### src/rtl/herald_cmd_sequencer.sv
// herald_cmd_sequencer
// Byte-serial command front-end between the pad wrapper and the compute engines.
// The host writes a command byte and up to two little-endian operands. The block
// then starts the engine, waits for its result (or aborts it on timeout) and
// returns the result bytes one per host read. Status and sticky error codes can
// be read back whenever no result is being streamed.
module herald_cmd_sequencer #(
    parameter int OP_BYTES    = 3,
    parameter int RES_BYTES   = 9,
    parameter int TIMEOUT_CYC = 1024
) (
    input  logic                           clk,
    input  logic                           rst,
    input  logic [7:0]                     ui_in,
    input  logic                           wr_strb,
    input  logic                           rd_strb,
    output logic [7:0]                     uo_out,
    output logic                           busy,
    output logic [1:0]                     err_code,
    output logic [7:0]                     cmd_code,
    input  logic                           cmd_known,
    input  logic [1:0]                     cmd_nargs,
    input  logic [$clog2(RES_BYTES+1)-1:0] cmd_res_bytes,
    output logic                           eng_start,
    output logic                           eng_abort,
    output logic [8*OP_BYTES-1:0]          eng_op_a,
    output logic [8*OP_BYTES-1:0]          eng_op_b,
    input  logic                           eng_done,
    input  logic [8*RES_BYTES-1:0]         eng_result
);

    localparam int OP_W  = 8 * OP_BYTES;
    localparam int RES_W = 8 * RES_BYTES;
    localparam int RL_W  = $clog2(RES_BYTES + 1);
    localparam int OB_W  = $clog2(OP_BYTES + 1);
    localparam int IDX_W = (RL_W > OB_W) ? RL_W : OB_W;
    localparam int TO_W  = $clog2(TIMEOUT_CYC + 2);

    localparam logic [IDX_W-1:0] OP_LAST  = IDX_W'(OP_BYTES - 1);
    localparam logic [RL_W-1:0]  RES_MAX  = RL_W'(RES_BYTES);
    localparam logic [TO_W-1:0]  TO_LAST  = (TIMEOUT_CYC > 0) ? TO_W'(TIMEOUT_CYC - 1) : '0;

    localparam logic [1:0] ERR_NONE    = 2'd0;
    localparam logic [1:0] ERR_UNKNOWN = 2'd1;
    localparam logic [1:0] ERR_TIMEOUT = 2'd2;
    localparam logic [1:0] ERR_OVERRUN = 2'd3;

    typedef enum logic [2:0] {
        S_IDLE,
        S_DECODE,
        S_ARG_A,
        S_ARG_B,
        S_EXEC,
        S_RESULT
    } state_t;

    state_t             state_q, state_d;
    logic               wr_prev_q, rd_prev_q;
    logic [RES_W-1:0]   res_q, res_d;
    logic [IDX_W-1:0]   idx_q, idx_d;
    logic [1:0]         nargs_q, nargs_d;
    logic [RL_W-1:0]    res_len_q, res_len_d;
    logic [TO_W-1:0]    tcnt_q, tcnt_d;

    logic [7:0]         uo_out_d;
    logic               busy_d;
    logic [1:0]         err_d;
    logic [7:0]         cmd_d;
    logic               start_d, abort_d;
    logic [OP_W-1:0]    op_a_d, op_b_d;

    logic               wr_edge, rd_edge;
    logic [7:0]         status;
    logic [1:0]         dec_nargs;
    logic [RL_W-1:0]    dec_res;
    logic               take_cmd, go_exec;

    // A write edge always wins over a read edge arriving in the same cycle,
    // and the decoder's operand count / result length are clamped to what fits.
    always_comb begin
        wr_edge   = wr_strb & ~wr_prev_q;
        rd_edge   = rd_strb & ~rd_prev_q & ~wr_edge;
        status    = {busy, 5'b00000, err_code};
        dec_nargs = (cmd_nargs == 2'd3) ? 2'd2 : cmd_nargs;
        dec_res   = (cmd_res_bytes > RES_MAX) ? RES_MAX : cmd_res_bytes;
    end

    // Next-state and next-output logic; every register holds unless a state acts on it.
    always_comb begin
        state_d   = state_q;
        uo_out_d  = uo_out;
        busy_d    = busy;
        err_d     = err_code;
        cmd_d     = cmd_code;
        start_d   = 1'b0;
        abort_d   = 1'b0;
        op_a_d    = eng_op_a;
        op_b_d    = eng_op_b;
        res_d     = res_q;
        idx_d     = idx_q;
        nargs_d   = nargs_q;
        res_len_d = res_len_q;
        tcnt_d    = tcnt_q;
        take_cmd  = 1'b0;
        go_exec   = 1'b0;

        if (rd_edge && state_q != S_RESULT) begin
            uo_out_d = status;
        end

        case (state_q)
            S_IDLE: begin
                if (wr_edge) begin
                    take_cmd = 1'b1;
                end
            end

            S_DECODE: begin
                if (!cmd_known) begin
                    err_d   = ERR_UNKNOWN;
                    busy_d  = 1'b0;
                    state_d = S_IDLE;
                end else begin
                    nargs_d   = dec_nargs;
                    res_len_d = dec_res;
                    idx_d     = '0;
                    if (dec_nargs == 2'd0) begin
                        go_exec = 1'b1;
                    end else begin
                        state_d = S_ARG_A;
                    end
                end
            end

            S_ARG_A, S_ARG_B: begin
                if (wr_edge) begin
                    if (state_q == S_ARG_A) begin
                        op_a_d[{idx_q, 3'b000} +: 8] = ui_in;
                    end else begin
                        op_b_d[{idx_q, 3'b000} +: 8] = ui_in;
                    end
                    if (idx_q == OP_LAST) begin
                        if (state_q == S_ARG_A && nargs_q == 2'd2) begin
                            state_d = S_ARG_B;
                            idx_d   = '0;
                        end else begin
                            go_exec = 1'b1;
                        end
                    end else begin
                        idx_d = idx_q + 1'b1;
                    end
                end
            end

            S_EXEC: begin
                if (wr_edge) begin
                    err_d = ERR_OVERRUN;
                end
                if (eng_done && !eng_start) begin
                    res_d  = eng_result;
                    busy_d = 1'b0;
                    idx_d  = '0;
                    if (res_len_q == '0) begin
                        state_d = S_IDLE;
                    end else begin
                        state_d = S_RESULT;
                    end
                end else if (TIMEOUT_CYC != 0 && tcnt_q == TO_LAST) begin
                    abort_d = 1'b1;
                    err_d   = ERR_TIMEOUT;
                    busy_d  = 1'b0;
                    state_d = S_IDLE;
                end else if (TIMEOUT_CYC != 0) begin
                    tcnt_d = tcnt_q + 1'b1;
                end
            end

            S_RESULT: begin
                if (wr_edge) begin
                    take_cmd = 1'b1;
                end else if (rd_edge) begin
                    uo_out_d = res_q[{idx_q, 3'b000} +: 8];
                    if (idx_q + 1'b1 == IDX_W'(res_len_q)) begin
                        state_d = S_IDLE;
                    end else begin
                        idx_d = idx_q + 1'b1;
                    end
                end
            end

            default: begin
                state_d = S_IDLE;
            end
        endcase

        if (take_cmd) begin
            cmd_d   = ui_in;
            err_d   = ERR_NONE;
            busy_d  = 1'b1;
            op_a_d  = '0;
            op_b_d  = '0;
            state_d = S_DECODE;
        end

        if (go_exec) begin
            start_d = 1'b1;
            tcnt_d  = '0;
            state_d = S_EXEC;
        end
    end

    // State, edge-detect and output registers; reset drops any operation in flight.
    always_ff @(posedge clk) begin
        if (rst) begin
            state_q   <= S_IDLE;
            wr_prev_q <= 1'b0;
            rd_prev_q <= 1'b0;
            uo_out    <= '0;
            busy      <= 1'b0;
            err_code  <= ERR_NONE;
            cmd_code  <= '0;
            eng_start <= 1'b0;
            eng_abort <= 1'b0;
            eng_op_a  <= '0;
            eng_op_b  <= '0;
            res_q     <= '0;
            idx_q     <= '0;
            nargs_q   <= '0;
            res_len_q <= '0;
            tcnt_q    <= '0;
        end else begin
            state_q   <= state_d;
            wr_prev_q <= wr_strb;
            rd_prev_q <= rd_strb;
            uo_out    <= uo_out_d;
            busy      <= busy_d;
            err_code  <= err_d;
            cmd_code  <= cmd_d;
            eng_start <= start_d;
            eng_abort <= abort_d;
            eng_op_a  <= op_a_d;
            eng_op_b  <= op_b_d;
            res_q     <= res_d;
            idx_q     <= idx_d;
            nargs_q   <= nargs_d;
            res_len_q <= res_len_d;
            tcnt_q    <= tcnt_d;
        end
    end

endmodule

### config.mk
export PLATFORM = sky130hd
export DESIGN_NAME = herald_cmd_sequencer
export DESIGN_NICKNAME = d
export VERILOG_FILES = /design/src/rtl/herald_cmd_sequencer.sv
export SDC_FILE = /design/constraint.sdc
export NUM_CORES = 1
export LEC_CHECK = 0
export ABC_CLOCK_PERIOD_IN_PS = 2300
export BUFFER_PORTS_ARGS = -buffer_cell sky130_fd_sc_hd__buf_2
export CORE_MARGIN = 8
export CORE_UTILIZATION = 25
export DETAILED_ROUTE_END_ITERATION = 16
export PLACE_DENSITY_LB_ADDON = 0.2
export SLEW_MARGIN = 25
export SYNTH_ARGS = -nofsm -noshare
export SYNTH_HDL_FRONTEND = slang
export SYNTH_SLANG_ARGS = --single-unit
### constraint.sdc
create_clock -name clk -period 2.3 [get_ports clk]
set_clock_uncertainty 0.15 [all_clocks]
set_input_delay 0.115 -clock clk [delete_from_list [all_inputs] [get_ports clk]]
set_output_delay 0.115 -clock clk [all_outputs]
set_load 0.01 [all_outputs]
# Word-level counts from Yosys, hierarchy flattened

Cells that the tools add are included.

Register bits: 167
Bits of input ports: 92
Output and inout bits: 69
Word-level logic and storage cells: 157

Add/subtract/negate cells: 3
Magnitude comparators: 1
Equal/unequal tests: 43
Shifts and indexed selects: 3
Mux-type cells: 51
Bitwise gates (word level): 11
Reduce and logical (&&, ||, !) cells: 27

Operators with widths:

| cell                   | count |
|---|---|
| $shiftx 72x8->8        | 1 |
| $bwmux 24              | 2 |
| $mux 3                 | 13 |
| $mux 4                 | 9 |
| $ne 3x3->1 const B     | 12 |
| $mux 8                 | 4 |
| $ne 4x4->1 const B     | 8 |
| $reduce_and 9->1       | 3 |
| $shift 8x9->24 const A | 1 |
| $shiftx 8x9->24        | 1 |
| $ne 2x2->1 const B     | 11 |
| $pmux 4 s4             | 1 |
| $pmux 3 s5             | 1 |
| $mux 1                 | 13 |
| $reduce_and 3->1       | 4 |
| $add 11x1->11 const B  | 1 |
| $eq 11x10->1 const B   | 1 |
| $mux 2                 | 5 |
| $ne 5x5->1 const B     | 2 |
| $neg 7->9              | 1 |
| $not 1->1              | 8 |
| $reduce_and 8->1       | 1 |
| $reduce_or 2->1        | 4 |
| $eq 3x2->1 const B     | 2 |
| other kinds (20)       | 30 |

# Logic depth before layout (Yosys ltp)

Depth after elaboration: 9
Mapped depth: 10
Gate-level depth less buffers: 7

# Worst setup path before layout

No wires, ideal clock.

Path kind: register -> register
From: reg idx_q[1]
To: reg idx_q[3]
Arrival time: 2.186 ns
Path slack: -0.153 ns
Stages on the path, launching flop included: 10
Cells stage by stage: dfxtp_1 -> buf_4 -> buf_2 -> inv_1 -> ha_1 -> xor2_1 -> nor3_1 -> a21oi_1 -> o211a_1 -> a32o_1

Cells in the longest elaborated chain, start to end: 5
Elaborated cells between the ends (all ways): 12

RTL lines:

| what                   | line          | RTL |
|---|---|---|
| from (decl)            | 60            | `logic [IDX_W-1:0] idx_q, idx_d;` |
| from (signal assigned) | 244           | `idx_q <= idx_d;` |
| $add 4x1->4            | 150, 183, 186 |  |
| $mux 4                 | 183           | `if (idx_q + 1'b1 == IDX_W'(res_len_q)) begin` |
| $mux 4                 | 181           | `end else if (rd_edge) begin` |
| $mux 4                 | 179           | `if (wr_edge) begin` |
| $pmux 4 s4             | 111           | `case (state_q)` |

Several ways; a longest one is shown, not always the timed one. The select of a mux whose other input is x is not followed.
A chain may end at the register's enable or synchronous reset.

# Worst setup path after layout

From: reg state_q[2]
To: reg idx_q[3]

Cells in the longest elaborated chain, start to end: 4
Elaborated cells between the ends (all ways): 17

RTL lines:

| what                                                        | line     | RTL |
|---|---|---|
| from (decl)                                                 | 57       | `state_t state_q, state_d;` |
| from (signal assigned)                                      | 232      | `state_q <= state_d;` |
| $eq 3x2->1 (on tied branches)                               | 111, 143 |  |
| $reduce_or 2->1 / $logic_and 1x1->1 (equally long branches) | 111, 143 |  |
| $ne 3x3->1 (no line) (tied with other cells)                | n/a      |  |
| $reduce_and 8->1 (no line)                                  | n/a      |  |

Several ways; a longest one is shown, not always the timed one.

==> metrics list <==
* Status: completed
- The hold violation total from the final report was 0.
- Clock period minus final worst setup slack: 2.14 ns
* Sum of negative setup slack: 0 ns
* Total routing usage reported by global routing: 0.139
- In this run, distinct cell masters in the synthesized netlist total between 50 and 60.
- Worst hold path cell count: 6
- Floorplan core area: 28,500 µm²
* Unrepaired setup endpoints after global routing: no
* Data arrival time of the critical path: 2.30 ns
* Cell type with the highest aggregate area in the netlist: sky130_fd_sc_hd__dfxtp_1
* Count of instances resized after the clock tree is built: 0
- Synthesized area: 7190 µm²
- Detail-routed net length per standard cell: around 16 µm
- Compound-cell area share of the yosys netlist: 0.121
- CP startpoint kind: register
* Static power due to leakage: 3.90 nW
- The number of antenna violations at the first check in global routing was 2.
- Setup slack of the worst register-to-register path: around 0.16 ns
- The worst-case IR drop observed on VDD is 0.549 mV.
* DR iter-0 viols: 343
- After clock tree synthesis, the clock-pin slew on the worst setup and hold paths is 0.07 ns.
* Area share of xor/xnor cells in the synthesized design: 0.0238
- In this run, post-CTS hold repair placed 92 buffers.
* Arithmetic-cell share of the synthesized area counting full adders, half adders and majority gates: 0.00696
- Measured on the finished design, the core utilization comes to 0.352.
- WHS Endpoint: tcnt_q[9]$_SDFFE_PP0P_
- Sinks on Clock Net: 167
- In this run the critical register-to-register path is captured at idx_q[3]$_SDFFE_PP0P_.
* Power per cell area: 666 nW/µm²
- Total chip power: around 6.7 mW
- First-pass DRT Iterations: 4
* Die Height: 186 µm
- Warnings from Yosys: 0
* Area growth syn-to-layout: 39.6%
- CTS tree: built
* Critical path type: register to register
- Number of standard-cell rows in the floorplan: 62
- The tightest min-delay check is of the primary input to register type.
* Post-DP HPWL: 17,400 µm
- Port-buffer cells: 160
- Number of cells traversed by the worst register-to-register path: 5
* List of most frequent post-synthesis cells: sky130_fd_sc_hd__nand2_1, sky130_fd_sc_hd__dfxtp_1, sky130_fd_sc_hd__a21oi_1, sky130_fd_sc_hd__nor2_1, sky130_fd_sc_hd__mux2i_1
* Worst slew margin relative to its limit: 0.595
- Die Area: ~34,000 µm²
* Pin slew with the least headroom to its limit: 0.607 ns
- Post-CTS setup buffer count: 0
- Final worst hold slack: 0.0708 ns
* MaxCap Viol Count: 0
- Share of the synthesized area in the top cell type: 0.465
- Biggest area contributors in the synthesized netlist: sky130_fd_sc_hd__dfxtp_1, sky130_fd_sc_hd__nand2_1, sky130_fd_sc_hd__a21oi_1
* Via count of the first global-routing pass: 6,877
- Final ANT Viol Nets: 0
- DRC violations left: 0
- Number of enable flip-flop cells after synthesis: 0
- Final #Nets: between 1,000 and 1,500
- The tree is rooted in a sky130_fd_sc_hd__clkbuf_16.
- In this run, CTS created clock tree buffers numbering 17.
- The initial utilization of the core area, before any placement, comes to 0.252.
- For this run, the register share of the synthesized area comes to 0.465.
- At the end of routability-driven placement, the weighted congestion stood at about 0.8.
- Of the total synthesized cell area, the portion taken by AND, OR, NAND and NOR gates is 0.237.
* # IOs: 161
* Predominant post-synthesis flop cell: sky130_fd_sc_hd__dfxtp_1
- From left edge to right edge, the die measures 186 µm.
- STA classifies the critical path endpoint as a register.
- The clock reaches the later pin of the worst-skew pair after 0.43 ns.
- H-Tree Depth: 4
- No sink is reached through more buffers than the 2 on the longest clock path.
* Largest fanout on the critical path: 12
- After synthesis, the largest family of logic cells by area is simple AND/OR/NAND/NOR gates.
- Via/cell ratio: 4.46
- Maximum clock frequency: 0.467 GHz
- Synthesis handed over a netlist of 829 instances.
- The worst hold path begins at eng_done.
- In the synthesized netlist the async set-or-reset flop fraction comes to 0.
* Post-route fraction of the period consumed by the critical path: 0.931
- Wire length of the first global-routing pass: ~38,000 µm
- Averaged over all synthesized cells, the footprint is 8.68 µm².
- Detailed Route WL: 24,000 µm
- Measured against the total synthesized area, the mux share comes to 0.109.
* Synth Net Count: roughly 930
- Setup violations remaining at the end of the flow were counted as 0.
* Final Non-Filler Cells: ~1,500
* R2r startpoint: state_q[2]$_SDFFE_PP0P_
* Flip-flop and latch count after synthesis: 167
* Vias: 6,602
- The count of final max-slew check failures was 0.
- After global routing the overflow that remains totals 0.
* Req. time, crit path: between 2 and 2.5 ns
- In the final layout, the share of cells above drive strength 1 is 0.239.
- Total placed cells including tap cells: roughly 1,400
- In the post-synthesis netlist, the cell with the most instances is sky130_fd_sc_hd__nand2_1.
- Entering global routing, the biggest net connects 56 pins.
cells by family after synthesis:
kind of cell    count (synthesis)
fa+ha+maj                       4
buf+inv                        62
compound gates                151
xor+xnor                       17
flops                         167
simple gates                  370
mux                            58
registers in the layout (all words and copies together) (netlist names):
signal,count
res_len_q,4
eng_start,1
eng_op_a,24
wr_prev_q,1
rd_prev_q,1
err_code,2
eng_op_b,24
busy,1
eng_abort,1
idx_q,4
nargs_q,2
cmd_code,8
tcnt_q,11
state_q,3
uo_out,8
res_q,72
worst max-delay path, stage by stage (launching register included):
cell and delay, ns:
sky130_fd_sc_hd__dfxtp_1 0.54, sky130_fd_sc_hd__nor3b_2 0.33, sky130_fd_sc_hd__and2_0 0.47, sky130_fd_sc_hd__a2111oi_4 0.11
sky130_fd_sc_hd__o211a_1 0.17, sky130_fd_sc_hd__a32o_1 0.25
per-stage QoR:
step / cell area, µm² / setup WS (ns)
finish: 10000 / 0.160
CTS: 10000 / 0.140
floorplan: 7210 / 0.0378
detailed placement: 8540 / 0.163
global placement: 8540 / 0.147
global route: 10000 / 0.0291
per-layer routing:
layer / GRT usage / vias to the layer above / routed length (µm)
li1: - / 3350 / -
met2: 0.221 / 157 / 10700
met1: 0.184 / 3080 / 11700
met4: 0.0362 / 0 / 293
met5: 0 / - / 0
met3: 0.0365 / 15 / 1330
worst max path at each step:
stage | startpoint | to | slack, ns | cells after the start
5_1_grt | idx_q[0]$_SDFFE_PP0P_ | idx_q[2]$_SDFFE_PP0P_ | 0.03 | 8
3_5_place_dp | state_q[0]$_SDFFE_PP0P_ | idx_q[2]$_SDFFE_PP0P_ | 0.16 | 5
2_1_floorplan | idx_q[0]$_SDFFE_PP0P_ | idx_q[2]$_SDFFE_PP0P_ | 0.04 | 9
6_report | state_q[2]$_SDFFE_PP0P_ | idx_q[3]$_SDFFE_PP0P_ | 0.16 | 5
4_1_cts | state_q[0]$_SDFFE_PP0P_ | idx_q[2]$_SDFFE_PP0P_ | 0.14 | 5
3_3_place_gp | idx_q[0]$_SDFFE_PP0P_ | idx_q[2]$_SDFFE_PP0P_ | 0.15 | 8
power breakdown:
part | total, mW | switching [mW] | leakage, nW | internal [mW]
registers | 3.01 | 0.0561 | 1.35 | 2.95
clock network | 2.86 | 1.30 | 0.284 | 1.56
logic | 0.815 | 0.432 | 2.27 | 0.383
total | 6.69 | 1.79 | 3.90 | 4.89
cell usage in the layout, fill, tap and decap left out, drive strengths merged, types with 3 or more instances in the layout:
cell | Yosys | routed
clkinv | 0 | 5
nor3 | 14 | 14
and4 | 4 | 4
mux4 | 16 | 16
nor3b | 5 | 5
buf | 27 | 196
a22o | 5 | 5
inv | 6 | 12
dfxtp | 167 | 167
ha | 4 | 4
clkbuf | 29 | 19
a21oi | 108 | 108
xnor2 | 12 | 12
mux2i | 42 | 42
a211oi | 3 | 3
nand4 | 3 | 3
dlygate4sd3 | 0 | 92
or2 | 3 | 3
nand2b | 6 | 6
xor2 | 4 | 4
nor2 | 60 | 60
nor4b | 4 | 4
and2 | 13 | 13
nor4 | 8 | 8
o21ai | 14 | 14
nand2 | 201 | 201
nand3 | 25 | 25
a31oi | 3 | 3
nand3b | 3 | 3
nor2b | 11 | 11
layout make-up:
type / count / area (µm²)
fill: 3042 / 18500
multi-input combinational: 600 / 3590
sequential: 167 / 3350
timing repair buffer: 288 / 2020
tap: 384 / 480
clock buffer: 19 / 443
clock inverter: 13 / 138
inverter: 6 / 22.5
antenna: 2 / 5.00
Note: power is estimated with default switching activity, not from simulation.
